==> src/rtl/dlsc_dma_rdarb_pkg.sv <==
// Shared types and helpers for the DMA read-port arbiter.
// Latency: n/a (constants and a width helper only).
// Backpressure: n/a.
package dlsc_dma_rdarb_pkg;

  // AXI read response width and encodings.
  localparam int RESP_W = 2;
  localparam logic [RESP_W-1:0] AXI_RESP_OKAY   = 2'b00;
  localparam logic [RESP_W-1:0] AXI_RESP_EXOKAY = 2'b01;
  localparam logic [RESP_W-1:0] AXI_RESP_SLVERR = 2'b10;
  localparam logic [RESP_W-1:0] AXI_RESP_DECERR = 2'b11;

  // Ceiling log2, used for index and count widths.
  function automatic int clog2(input int v);
    int r;
    r = 0;
    while ((32'(1) << r) < v) r = r + 1;
    return r;
  endfunction

endpackage

==> src/rtl/dlsc_dma_rdarb_if.sv <==
// AXI read (AR+R) bundle; N lanes of valid/ready, N packed address/length fields,
// shared R last/data/resp. Latency: none (wires only). Backpressure: plain valid/ready.
// Modports: master drives AR and r_ready; slave drives ar_ready and the R payload.
interface dlsc_dma_rdarb_if
  import dlsc_dma_rdarb_pkg::*;
#(
  parameter int N    = 1,
  parameter int ADDR = 32,
  parameter int LEN  = 4,
  parameter int DATA = 32
);
  logic [N-1:0]      ar_valid;
  logic [N-1:0]      ar_ready;
  logic [N*ADDR-1:0] ar_addr;   // lane i at [i*ADDR +: ADDR]
  logic [N*LEN-1:0]  ar_len;    // lane i at [i*LEN +: LEN]
  logic [N-1:0]      r_valid;
  logic [N-1:0]      r_ready;
  logic              r_last;
  logic [DATA-1:0]   r_data;
  logic [RESP_W-1:0] r_resp;

  modport master (
    output ar_valid, ar_addr, ar_len, r_ready,
    input  ar_ready, r_valid, r_last, r_data, r_resp
  );

  modport slave (
    input  ar_valid, ar_addr, ar_len, r_ready,
    output ar_ready, r_valid, r_last, r_data, r_resp
  );
endinterface

==> src/rtl/dlsc_dma_rdarb_rr_select.sv <==
// Round-robin picker: first asserted request at or after ptr_i, wrapping; one-hot + index.
// Latency: combinational. Backpressure: en_i low forces an empty grant.
// Ports: req_i, ptr_i, en_i in; gnt_o, idx_o, vld_o out.
// Macro DLSC_DMA_RDARB_PRIO_EN: request 0 wins outright and is excluded from the rotation.
module dlsc_dma_rdarb_rr_select
  import dlsc_dma_rdarb_pkg::*;
#(
  parameter int PORTS = 4,
  parameter int PSB   = clog2(PORTS)
) (
  input  logic [PORTS-1:0] req_i,
  input  logic [PSB-1:0]   ptr_i,
  input  logic             en_i,
  output logic [PORTS-1:0] gnt_o,
  output logic [PSB-1:0]   idx_o,
  output logic             vld_o
);
  logic [PORTS-1:0] rr_req;

  always_comb begin
    gnt_o  = '0;
    idx_o  = '0;
    vld_o  = 1'b0;
    rr_req = req_i;
`ifdef DLSC_DMA_RDARB_PRIO_EN
    rr_req[0] = 1'b0;
    if (en_i && req_i[0]) begin
      vld_o    = 1'b1;
      gnt_o[0] = 1'b1;
    end
`endif
    for (int k = 0; k < PORTS; k++) begin
      logic [PSB-1:0] j;
      j = PSB'((int'(ptr_i) + k) % PORTS);
      if (en_i && !vld_o && rr_req[j]) begin
        vld_o    = 1'b1;
        gnt_o[j] = 1'b1;
        idx_o    = j;
      end
    end
  end
endmodule

==> src/rtl/dlsc_fifo.sv <==
// Generic synchronous FIFO, 2**ADDR entries of DATA bits, optional occupancy count.
// Latency: 1 cycle push-to-visible; rd_data shows the head combinationally.
// Backpressure: caller must not push when full or pop when empty (guarded anyway).
// Ports: clk/rst, wr_push/wr_data, rd_pop/rd_data/rd_empty, rd_count (0 when COUNT=0).
module dlsc_fifo #(
  parameter int DATA  = 8,
  parameter int ADDR  = 4,
  parameter int COUNT = 1
) (
  input  logic            clk,
  input  logic            rst,
  input  logic            wr_push,
  input  logic [DATA-1:0] wr_data,
  input  logic            rd_pop,
  output logic [DATA-1:0] rd_data,
  output logic            rd_empty,
  output logic [ADDR:0]   rd_count
);
  localparam logic [ADDR:0] DEPTH = (ADDR+1)'(1) << ADDR;

  logic [DATA-1:0] mem_q [2**ADDR];
  logic [ADDR-1:0] wr_ptr_q, rd_ptr_q;
  logic [ADDR:0]   cnt_q;
  logic            push_ok, pop_ok;

  assign push_ok  = wr_push && (cnt_q != DEPTH);
  assign pop_ok   = rd_pop && (cnt_q != '0);
  assign rd_data  = mem_q[rd_ptr_q];
  assign rd_empty = (cnt_q == '0);

  always_ff @(posedge clk) begin
    if (push_ok) mem_q[wr_ptr_q] <= wr_data;
  end

  always_ff @(posedge clk) begin
    if (rst) begin
      wr_ptr_q <= '0;
      rd_ptr_q <= '0;
      cnt_q    <= '0;
    end else begin
      if (push_ok) wr_ptr_q <= wr_ptr_q + ADDR'(1);
      if (pop_ok)  rd_ptr_q <= rd_ptr_q + ADDR'(1);
      if (push_ok && !pop_ok)      cnt_q <= cnt_q + (ADDR+1)'(1);
      else if (pop_ok && !push_ok) cnt_q <= cnt_q - (ADDR+1)'(1);
    end
  end

  if (COUNT != 0) begin : g_count
    assign rd_count = cnt_q;
  end else begin : g_nocount
    assign rd_count = '0;
  end
endmodule

==> src/rtl/dlsc_dma_rdarb.sv <==
// Shares one AXI read port between PORTS requesters: RR AR arbitration, in-order R routing.
// Latency: AR 1 cycle (registered slice, 1 burst/cycle); R combinational pass-through.
// Backpressure: grants stop while the AR slot is held or MOT bursts are outstanding;
//   a head requester not ready on R stalls the memory side.
// Ports: clk, rst (sync, active high); in_bus = requester side (slave modport),
//   out_bus = memory side (master modport, single lane).
// Macro DLSC_DMA_RDARB_PRIO_EN: requester 0 gets strict priority, the rest rotate.
module dlsc_dma_rdarb
  import dlsc_dma_rdarb_pkg::*;
#(
  parameter int PORTS = 4,
  parameter int ADDR  = 32,
  parameter int LEN   = 4,
  parameter int DATA  = 32,
  parameter int MOT   = 16
) (
  input  logic             clk,
  input  logic             rst,
  dlsc_dma_rdarb_if.slave  in_bus,
  dlsc_dma_rdarb_if.master out_bus
);
  localparam int PSB  = clog2(PORTS);
  localparam int MOTB = clog2(MOT);
  localparam logic [MOTB:0] MOT_CNT = (MOTB+1)'(MOT);

  logic            ar_vld_q, ar_vld_d;
  logic [ADDR-1:0] ar_addr_q, ar_addr_d;
  logic [LEN-1:0]  ar_len_q, ar_len_d;
  logic [PSB-1:0]  ptr_q, ptr_d;

  logic             slot_free, can_issue, gnt_vld;
  logic [PORTS-1:0] gnt;
  logic [PSB-1:0]   gnt_idx;
  logic [PSB-1:0]   head;
  logic             fifo_empty;
  logic [MOTB:0]    outstanding;
  logic [PORTS-1:0] r_vld;
  logic             r_rdy, r_pop;

  // ---------------- AR arbitration ----------------
  assign slot_free = !ar_vld_q || out_bus.ar_ready;
  assign can_issue = !rst && slot_free && (outstanding < MOT_CNT);

  dlsc_dma_rdarb_rr_select #(.PORTS(PORTS), .PSB(PSB)) u_rr (
    .req_i (in_bus.ar_valid),
    .ptr_i (ptr_q),
    .en_i  (can_issue),
    .gnt_o (gnt),
    .idx_o (gnt_idx),
    .vld_o (gnt_vld)
  );

  assign in_bus.ar_ready = gnt;

  always_comb begin
    ptr_d     = ptr_q;
    ar_vld_d  = ar_vld_q;
    ar_addr_d = ar_addr_q;
    ar_len_d  = ar_len_q;
    if (gnt_vld) begin
      ptr_d = (gnt_idx == PSB'(PORTS-1)) ? '0 : gnt_idx + PSB'(1);
`ifdef DLSC_DMA_RDARB_PRIO_EN
      // Port 0 wins outside the rotation, so it leaves the pointer alone;
      // the pointer never parks on port 0.
      if (gnt_idx == '0)      ptr_d = ptr_q;
      else if (ptr_d == '0)   ptr_d = PSB'(1);
`endif
      ar_vld_d = 1'b1;
      for (int i = 0; i < PORTS; i++) begin
        if (gnt[i]) begin
          ar_addr_d = in_bus.ar_addr[i*ADDR +: ADDR];
          ar_len_d  = in_bus.ar_len[i*LEN +: LEN];
        end
      end
    end else if (out_bus.ar_ready) begin
      ar_vld_d = 1'b0;
    end
  end

  always_ff @(posedge clk) begin
    if (rst) begin
      ar_vld_q  <= 1'b0;
      ar_addr_q <= '0;
      ar_len_q  <= '0;
      ptr_q     <= '0;
    end else begin
      ar_vld_q  <= ar_vld_d;
      ar_addr_q <= ar_addr_d;
      ar_len_q  <= ar_len_d;
      ptr_q     <= ptr_d;
    end
  end

  assign out_bus.ar_valid = ar_vld_q;
  assign out_bus.ar_addr  = ar_addr_q;
  assign out_bus.ar_len   = ar_len_q;

  // ---------------- grant-ID FIFO ----------------
  // Occupancy doubles as the outstanding-burst count.
  dlsc_fifo #(.DATA(PSB), .ADDR(MOTB), .COUNT(1)) u_gnt_fifo (
    .clk      (clk),
    .rst      (rst),
    .wr_push  (gnt_vld),
    .wr_data  (gnt_idx),
    .rd_pop   (r_pop),
    .rd_data  (head),
    .rd_empty (fifo_empty),
    .rd_count (outstanding)
  );

  // ---------------- R routing ----------------
  // An empty FIFO means no burst is owed; stray beats are stalled, not dropped.
  always_comb begin
    r_vld = '0;
    if (out_bus.r_valid && !fifo_empty) r_vld[head] = 1'b1;
  end

  assign r_rdy = !fifo_empty && in_bus.r_ready[head];
  assign r_pop = out_bus.r_valid && r_rdy && out_bus.r_last;

  assign in_bus.r_valid = r_vld;
  assign in_bus.r_last  = out_bus.r_last;
  assign in_bus.r_data  = out_bus.r_data;
  assign in_bus.r_resp  = out_bus.r_resp;
  assign out_bus.r_ready = r_rdy;
endmodule

==> src/flat_wrapper.sv <==
// flat-port wrapper written by rule: the top's interface ports become plain ports
module dlsc_dma_rdarb_flat import dlsc_dma_rdarb_pkg::*;
#(
  parameter int PORTS = 4,
  parameter int ADDR  = 32,
  parameter int LEN   = 4,
  parameter int DATA  = 32,
  parameter int MOT   = 16
)
  (clk, rst, in_bus_ar_valid, in_bus_ar_addr, in_bus_ar_len, in_bus_r_ready, in_bus_ar_ready, in_bus_r_valid, in_bus_r_last, in_bus_r_data, in_bus_r_resp, out_bus_ar_valid, out_bus_ar_addr, out_bus_ar_len, out_bus_r_ready, out_bus_ar_ready, out_bus_r_valid, out_bus_r_last, out_bus_r_data, out_bus_r_resp);
  dlsc_dma_rdarb_if #(.N(PORTS), .ADDR(ADDR), .LEN(LEN), .DATA(DATA)) in_bus_i ();
  dlsc_dma_rdarb_if #(.N(1), .ADDR(ADDR), .LEN(LEN), .DATA(DATA)) out_bus_i ();
  input  logic clk;
  input  logic rst;
  input wire logic [$bits(in_bus_i.ar_valid)-1:0] in_bus_ar_valid;
  input wire logic [$bits(in_bus_i.ar_addr)-1:0] in_bus_ar_addr;
  input wire logic [$bits(in_bus_i.ar_len)-1:0] in_bus_ar_len;
  input wire logic [$bits(in_bus_i.r_ready)-1:0] in_bus_r_ready;
  output wire logic [$bits(in_bus_i.ar_ready)-1:0] in_bus_ar_ready;
  output wire logic [$bits(in_bus_i.r_valid)-1:0] in_bus_r_valid;
  output wire logic [$bits(in_bus_i.r_last)-1:0] in_bus_r_last;
  output wire logic [$bits(in_bus_i.r_data)-1:0] in_bus_r_data;
  output wire logic [$bits(in_bus_i.r_resp)-1:0] in_bus_r_resp;
  output wire logic [$bits(out_bus_i.ar_valid)-1:0] out_bus_ar_valid;
  output wire logic [$bits(out_bus_i.ar_addr)-1:0] out_bus_ar_addr;
  output wire logic [$bits(out_bus_i.ar_len)-1:0] out_bus_ar_len;
  output wire logic [$bits(out_bus_i.r_ready)-1:0] out_bus_r_ready;
  input wire logic [$bits(out_bus_i.ar_ready)-1:0] out_bus_ar_ready;
  input wire logic [$bits(out_bus_i.r_valid)-1:0] out_bus_r_valid;
  input wire logic [$bits(out_bus_i.r_last)-1:0] out_bus_r_last;
  input wire logic [$bits(out_bus_i.r_data)-1:0] out_bus_r_data;
  input wire logic [$bits(out_bus_i.r_resp)-1:0] out_bus_r_resp;
  assign in_bus_i.ar_valid = in_bus_ar_valid;
  assign in_bus_i.ar_addr = in_bus_ar_addr;
  assign in_bus_i.ar_len = in_bus_ar_len;
  assign in_bus_i.r_ready = in_bus_r_ready;
  assign in_bus_ar_ready = in_bus_i.ar_ready;
  assign in_bus_r_valid = in_bus_i.r_valid;
  assign in_bus_r_last = in_bus_i.r_last;
  assign in_bus_r_data = in_bus_i.r_data;
  assign in_bus_r_resp = in_bus_i.r_resp;
  assign out_bus_ar_valid = out_bus_i.ar_valid;
  assign out_bus_ar_addr = out_bus_i.ar_addr;
  assign out_bus_ar_len = out_bus_i.ar_len;
  assign out_bus_r_ready = out_bus_i.r_ready;
  assign out_bus_i.ar_ready = out_bus_ar_ready;
  assign out_bus_i.r_valid = out_bus_r_valid;
  assign out_bus_i.r_last = out_bus_r_last;
  assign out_bus_i.r_data = out_bus_r_data;
  assign out_bus_i.r_resp = out_bus_r_resp;
  dlsc_dma_rdarb #(.PORTS(PORTS), .ADDR(ADDR), .LEN(LEN), .DATA(DATA), .MOT(MOT)) u_core (.clk(clk), .rst(rst), .in_bus(in_bus_i), .out_bus(out_bus_i));
endmodule
==> config.mk <==
export PLATFORM = sky130hd
export DESIGN_NAME = dlsc_dma_rdarb_flat
export DESIGN_NICKNAME = d
export VERILOG_FILES = /design/src/rtl/dlsc_dma_rdarb_pkg.sv /design/src/rtl/dlsc_dma_rdarb_if.sv /design/src/rtl/dlsc_dma_rdarb_rr_select.sv /design/src/rtl/dlsc_fifo.sv /design/src/rtl/dlsc_dma_rdarb.sv /design/src/flat_wrapper.sv
export SDC_FILE = /design/constraint.sdc
export NUM_CORES = 1
export LEC_CHECK = 0
export BUFFER_PORTS_ARGS = -buffer_cell sky130_fd_sc_hd__buf_2
export CAP_MARGIN = 40
export CORE_MARGIN = 8
export CORE_UTILIZATION = 42
export DETAILED_ROUTE_END_ITERATION = 10
export GPL_TIMING_DRIVEN = 0
export MAX_ROUTING_LAYER = met4
export PLACE_DENSITY = 0.74
export SLEW_MARGIN = 20
export SYNTH_ARGS = -nofsm -noshare
export SYNTH_HDL_FRONTEND = slang
export SYNTH_HIERARCHICAL = 1
export SYNTH_SLANG_ARGS = --single-unit
==> constraint.sdc <==
create_clock -name clk -period 3.6 [get_ports clk]
set_clock_uncertainty 0.15 [all_clocks]
set_input_delay 0 -clock clk [delete_from_list [all_inputs] [get_ports clk]]
set_output_delay 0 -clock clk [all_outputs]
set_load 0.005 [all_outputs]
-- Yosys cells after proc, flatten, opt, wreduce, memory -nomap -nowiden
Memories as Yosys holds them, arrays and structs flattened. A register that Yosys moved wholly into a read port is not among the register bits.
Cells that the tools add are included.
- bits in registers: 52
- memory bits (writable): 32
- input bits: 191
- output and inout bits: 81
- word-level logic and storage cells: 119
- memories: 1
- memory list (name ; depth ; width ; read ports ; clocked after Yosys merged registers in ; write ports ; line ; text):
    u_core.u_gnt_fifo.mem_q ; 16 ; 2 ; 1 ; 1 ; 1 ; dlsc_fifo.sv:21 ; logic [DATA-1:0] mem_q [2**ADDR];
- add/sub/neg operators: 8
- magnitude comparators: 11
- eq/ne operators: 2
- mux-type cells: 50
- bitwise operators: 3
- reduce and logical (&&, ||, !) cells: 37
- operators with widths (kind ; number):
    $mux 32 ; 4
    $mux 4 ; 11
    $logic_and 1x1->1 ; 22
    $mux 1 ; 18
    $lt 2x3->1 const B ; 5
    $or 4x4->4 ; 3
    $bmux 1 s2 ; 5
    $demux 1 s2 ; 5
    $ge 2x1->1 const B ; 5
    $mux 2 ; 5
    $mux 5 ; 2
    $add 4x1->4 const B ; 2
    $logic_not 1->1 ; 8
    $add 5x1->5 const B ; 1
    $logic_not 5->1 ; 1
    $lt 5x5->1 const B ; 1
    $ne 5x5->1 const B ; 1
    $reduce_bool 5->1 ; 1
    $sub 5x1->5 const B ; 1
    $add 2x1->2 const B ; 2
    $add 2x2->2 const B ; 2
    $reduce_bool 2->1 ; 2
    $reduce_bool 4->1 ; 1
    $eq 2x2->1 const B ; 1
    other kinds (2) ; 2

-- Logic depth before layout (Yosys ltp)
- word-level depth: 23
- depth in mapped cells: 17

-- Cells and area by module
Netlist, hierarchy kept.
- by module, submodules not included (module ; times used ; cells each ; area each (um2) ; sequential area each (um2)):
    dlsc_dma_rdarb ; 1 ; 268 ; 2732.6 ; 780.7
    dlsc_fifo ; 1 ; 163 ; 2187.1 ; 1301.2
    dlsc_dma_rdarb_rr_select ; 1 ; 66 ; 564.3 ; 0.0

-- Least setup slack after synthesis
Ideal clock, no wire load.
- path type: register -> register
- from: register u_core.ptr_q[0]
- to: register u_core.u_gnt_fifo.cnt_q[4], in the netlist u_core/u_gnt_fifo/rd_count[4]
- arrival: 3.735 ns
- required time: 3.329 ns
- path slack: -0.406 ns
- cell stages (with the launch flop): 18
- path buffers: 2
- cells stage by stage: dfxtp_1 -> buf_6 -> buf_4 -> inv_1 -> ha_1 -> inv_1 -> a21oi_1 -> o21ai_0 -> a21boi_0 -> o21ai_4 -> inv_2 -> ha_1 -> inv_1 -> ha_1 -> a21oi_1 -> a211oi_1 -> a31oi_1 -> mux2_2
- cells in the longest elaborated chain, start to end: 20
- ends and longest elaborated chain (what ; line ; text):
    from (decl) ; dlsc_dma_rdarb.sv:29 ; logic [PSB-1:0] ptr_q, ptr_d;
    from (signal assigned) ; dlsc_dma_rdarb.sv:90 ; ptr_q <= ptr_d;
    $bmux 1 s2 ; dlsc_dma_rdarb_rr_select.sv:35 ; if (en_i && !vld_o && rr_req[j]) begin
    $mux 1 (not written as such) ; dlsc_dma_rdarb_rr_select.sv:35 ;
    $logic_and 1x1->1 ; dlsc_dma_rdarb_rr_select.sv:35 ;
    $mux 1 ; dlsc_dma_rdarb_rr_select.sv:35 ;
    $logic_not 1->1 ; dlsc_dma_rdarb_rr_select.sv:35 ;
    $logic_and 1x1->1 (2 in a row) ; dlsc_dma_rdarb_rr_select.sv:35 ;
    $mux 1 ; dlsc_dma_rdarb_rr_select.sv:35 ;
    $logic_not 1->1 ; dlsc_dma_rdarb_rr_select.sv:35 ;
    [... 3 more ...] ; - ;
    $logic_not 1->1 ; dlsc_dma_rdarb_rr_select.sv:35 ;
    $logic_and 1x1->1 (2 in a row) ; dlsc_dma_rdarb_rr_select.sv:35 ;
    $mux 1 * ; dlsc_dma_rdarb_rr_select.sv:35 ;
    $logic_and 1x1->1 * ; dlsc_fifo.sv:26 ; assign push_ok = wr_push && (cnt_q != DEPTH);
    named net u_core.u_gnt_fifo.push_ok ; dlsc_fifo.sv:24 ; logic push_ok, pop_ok;
    $logic_not 1->1 ; dlsc_fifo.sv:44 ; else if (pop_ok && !push_ok) cnt_q <= cnt_q - (ADDR+1)'(1);
    $logic_and 1x1->1 ; dlsc_fifo.sv:44 ;
    $reduce_bool 2->1 (no line) ; - ;
    to (signal assigned) ; dlsc_fifo.sv:43 ; if (push_ok && !pop_ok) cnt_q <= cnt_q + (ADDR+1)'(1);
    to (signal assigned) ; dlsc_fifo.sv:44 ;
    to (decl) ; dlsc_fifo.sv:23 ; logic [ADDR:0] cnt_q;
Mark *: on every way through the listed nets, which the timed path passes. The rest lies on a longest branch. The select of a mux whose other input is x is not followed.
A chain may end at the register's enable or synchronous reset.

==> insert_results.sql <==
INSERT INTO impl_metrics (metric_group, metric, value, unit) VALUES
('status', 'run_status', 'finished with violations', ''),
('status', 'violations_in_the_final_reports', 'negative setup slack', ''),
('sta', 'finalWorstSetupSlack', '-0.0210', 'ns'),
('placement', 'placedCellCount', '906', ''),
('floorplan', 'num_rows', '41', ''),
('logic_synthesis', 'yosysSeqAreaShare', '38.0', '%'),
('job', 'maxCapViolCount', '0', ''),
('finish', 'layout-drive-gt1-share', '51.7', '%'),
('logic_synthesis', 'syn_avg_cell_area', '11.0', 'µm²'),
('setup_path', 'setup.worst_path.end_class', 'register', ''),
('sta', 'tightest_slew', '0.855', 'ns'),
('setup_path', 'critPathRequiredTime', '3.67', 'ns'),
('worst_hold_path', 'hp-class', 'in -> out', ''),
('logic_synthesis', 'synth.area.mux_share', '14.8', '%'),
('sta', 'timing.final.setup_violations', '1', ''),
('route', 'wl_per_cell', '21.0', 'µm'),
('clock_tree', 'ctsLongestPathBuffers', '2', ''),
('route', 'drcViolationCount', '0', ''),
('finish', 'final.fill_count', '959', ''),
('clock_tree', 'clock_sink_count', '88', ''),
('route', 'antenna_violating_nets_post_route', '0', ''),
('finish', 'layoutNonFillerInstCount', '1024', ''),
('setup_path', 'worst_setup_path_start_kind', 'register', ''),
('sta', 'hold_viol', '0', ''),
('global_routing', 'gr-usage-all-layers', '24.2', '%'),
('sta', 'fin_crit_sh', '101', '%'),
('logic_synthesis', 'synth_compound_gate_area_share', '20.4', '%'),
('clock_tree', 'cts.htree.levels', '3', ''),
('route', 'drt-vias-per-instance', '5.60', ''),
('sta', 'fin_worst_hold_slack', '0.0190', 'ns'),
('placement', 'detailedPlace.worstSlack', '-0.579', 'ns'),
('global_routing', 'grt_start_max_net_pins', '16', ''),
('logic_synthesis', 'synth_area', '5480', 'µm²'),
('logic_synthesis', 'synth_nets', '706', ''),
('finish', 'postLayoutCoreUtil', '65.8', '%'),
('setup_path', 'critical_path_peak_fanout', '7', ''),
('route', 'drt-initial-drc-count', '599', ''),
('setup_path', 'crit_type', 'reg -> reg', ''),
('logic_synthesis', 'synth_xor_xnor_area_share', '1.28', '%'),
('sta', 'fmax', '276', 'MHz'),
('sta', 'final_max_slew_viol_count', '0', ''),
('sta', 'rsz0062_at_grt', 'true', ''),
('pwr', 'vdd.ir_drop.worst', '0.335', 'mV'),
('logic_synthesis', 'synth.yosys.warnings', '6', ''),
('logic_synthesis', 'ys_async_sr_fraction', '0', '%'),
('pwr', 'leakage', '3.59', 'nW'),
('floorplan', 'floorplan.die.width', '130', 'µm'),
('clock_tree', 'clk_latency', '0.33', 'ns'),
('setup_path', 'worstPathCellList', 'buf_8, mux4_2, nor2b_4, a211oi_2, a21oi_2, mux4_2, and3_4, o21ai_4, ha_4, inv_6, fa_2, nand3_2, a211oi_1, a31oi_1, mux2_2', ''),
('global_routing', 'antenna_found_initial', '6', ''),
('logic_synthesis', 'synthAdderAreaFrac', '4.24', '%'),
('floorplan', 'core_area', '12700', 'µm²'),
('setup_path', 'critPathBufInv', '2', ''),
('floorplan', 'num_io_pins', '272', ''),
('clock_tree', 'tritoncts', 'yes', ''),
('finish', 'area_delta_synth_final', '52.1', '%'),
('setup_path', 'worst_path_largest_cell_delay', '0.50', 'ns'),
('logic_synthesis', 'ys_dominant_reg_cell', 'dfxtp_1', ''),
('placement', 'place_congestion', '0.930', ''),
('setup_path', 'cpLargestDelayFamily', 'multiplexers', ''),
('logic_synthesis', 'synth-simple-area-share', '11.2', '%'),
('logic_synthesis', 'synth_top_family_by_area', 'compound AO/OA/AOI/OAI gates', ''),
('floorplan', 'die_h', '130', 'µm'),
('sta', 'timing.max_slew.rel_slack', '42.5', '%'),
('setup_path', 'slowest_stage', 'mux4_2', ''),
('logic_synthesis', 'postSynthRegisterBits', '88', ''),
('placement', 'post-dp-hpwl', '15600', 'µm'),
('global_routing', 'overflow', '0', ''),
('setup_path', 'timing.critical_path.mode_cell', 'mux4_2', ''),
('global_routing', 'grt_first_pass_wirelength', '30600', 'µm'),
('floorplan', 'die_area', '17000', 'µm²');
synth_stat cells, types with 5 or more instances:
library cell,number,area (µm²)
nor2_1,65,244
dfxtp_1,56,1120
buf_4,37,278
a211oi_2,36,450
a222oi_1,35,350
edfxtp_1,32,961
mux2_1,32,360
ha_1,17,213
clkbuf_1,15,56.3
inv_1,12,45.0
mux4_2,12,270
buf_2,10,50.1
buf_6,10,113
nor2b_1,10,62.6
a21oi_1,9,45.0
mux2i_1,9,90.1
mux2_2,8,90.1
nand2_1,7,26.3
nor4_1,6,37.5
o211ai_1,6,45.0
nand3_1,5,25.0
xor2_1,5,43.8
sequential cells by signal, summed over array words and instances (netlist names), named ones only:
name                        count
u_core/out_bus.ar_valid         1
u_core/u_gnt_fifo/rd_ptr_q      4
u_core/u_gnt_fifo/mem_q        32
u_core/u_gnt_fifo/rd_count      5
u_core/out_bus.ar_addr         32
u_core/u_gnt_fifo/wr_ptr_q      4
u_core/ptr_q                    2
u_core/out_bus.ar_len           4
report_power, final:
part           switching (mW)  leakage (nW)  internal (mW)
combinational            1.38          2.68           1.25
clock                   0.384         0.157          0.565
sequential              0.144         0.755           1.26
total                    1.91          3.59           3.08
metrics by stage:
stage	instance area (µm²)	TNS (ns)	power (mW)
2_1_floorplan	5530	0	2.97
3_3_place_gp	6920	-13.22	3.57
5_1_grt	8340	-0.657	5.25
4_1_cts	8180	-0.0610	4.84
3_5_place_dp	6940	-18.34	3.67
6_report	8340	-0.0210	4.98
path summary, 6_finish.rpt:
kind / start / endpoint / slack [ns] / cells past startpoint
worst min register to register: u_core/u_gnt_fifo/wr_ptr_q[1]$_SDFFE_PP0P_ / u_core/u_gnt_fifo/wr_ptr_q[1]$_SDFFE_PP0P_ / 0.36 / 2
worst max-delay path: register / u_core/u_gnt_fifo/rd_count[4]$_SDFFE_PP0P_ / -0.02 / 15
worst min-delay path: out_bus_r_data[0] / in_bus_r_data[0] / 0.02 / 2
worst max register to register: register / u_core/u_gnt_fifo/rd_count[4]$_SDFFE_PP0P_ / -0.02 / 15
logic make-up after synthesis:
family / after synthesis
AND/OR/NAND/NOR: 122
AO/OA/AOI/OAI: 113
flip-flops: 88
buffers and inverters: 87
multiplexers: 61
adder cells (fa/ha/maj): 18
XOR/XNOR: 8
area by class of cell:
cell class,instances,area [µm²],share of cell area (%)
sequential,88,2090,25.1
multi-input combinational,322,2990,35.8
timing repair buffer,335,2130,25.6
buffer,72,522,6.25
antenna,6,15.0,0.180
clock inverter,4,31.3,0.375
inverter,13,61.3,0.735
clock buffer,12,283,3.39
tap,172,215,2.58
worst reg2reg max path, delay by kind of cell (launching register included):
| kind | cells | cell delay [ns] |
|---|---|---|
| multiplexers | 3 | 1.31 |
| AO/OA/AOI/OAI | 5 | 0.56 |
| adder cells (fa/ha/maj) | 2 | 0.54 |
| AND/OR/NAND/NOR | 3 | 0.44 |
| flip-flops | 1 | 0.33 |
| buffers and inverters | 2 | 0.19 |
what timing repair did:
action / CTS / global route
hold buffers: 73 / 1
resized for setup: 29 / 17
cloned: 0 / 0
setup buffers: 12 / 11
hold endpoints to repair: 42 / 1
pin swaps: 13 / 9
setup endpoints to repair: 40 / 36
cell usage in the layout (no fill, tap or decap), types with 5 or more instances in the layout:
cell type | Yosys | routed
nand2_1 | 7 | 7
mux4_2 | 12 | 12
diode_2 | 0 | 6
nor4_1 | 6 | 6
a211oi_2 | 36 | 38
dfxtp_1 | 56 | 52
buf_4 | 37 | 60
clkbuf_1 | 15 | 6
inv_1 | 12 | 9
dlygate4sd3_1 | 0 | 74
ha_1 | 17 | 13
buf_2 | 10 | 244
mux2i_1 | 9 | 8
mux2_1 | 32 | 32
xor2_1 | 5 | 5
o211ai_1 | 6 | 6
clkbuf_16 | 0 | 11
mux2_2 | 8 | 8
a222oi_1 | 35 | 35
clkbuf_2 | 0 | 6
nor2b_1 | 10 | 9
a21oi_1 | 9 | 5
nor2_1 | 65 | 65
buf_6 | 10 | 11
edfxtp_1 | 32 | 32
metal layers:
metal | wire, µm | track usage [%] | vias to the layer above
met5 | 0 | - | -
li1 | - | - | 2582
met3 | 2110 | 5.47 | 80
met1 | 7520 | 24.3 | 2698
met2 | 11000 | 43.2 | 375
met4 | 936 | 12.8 | 0
Power figures use the tool's default switching activity.
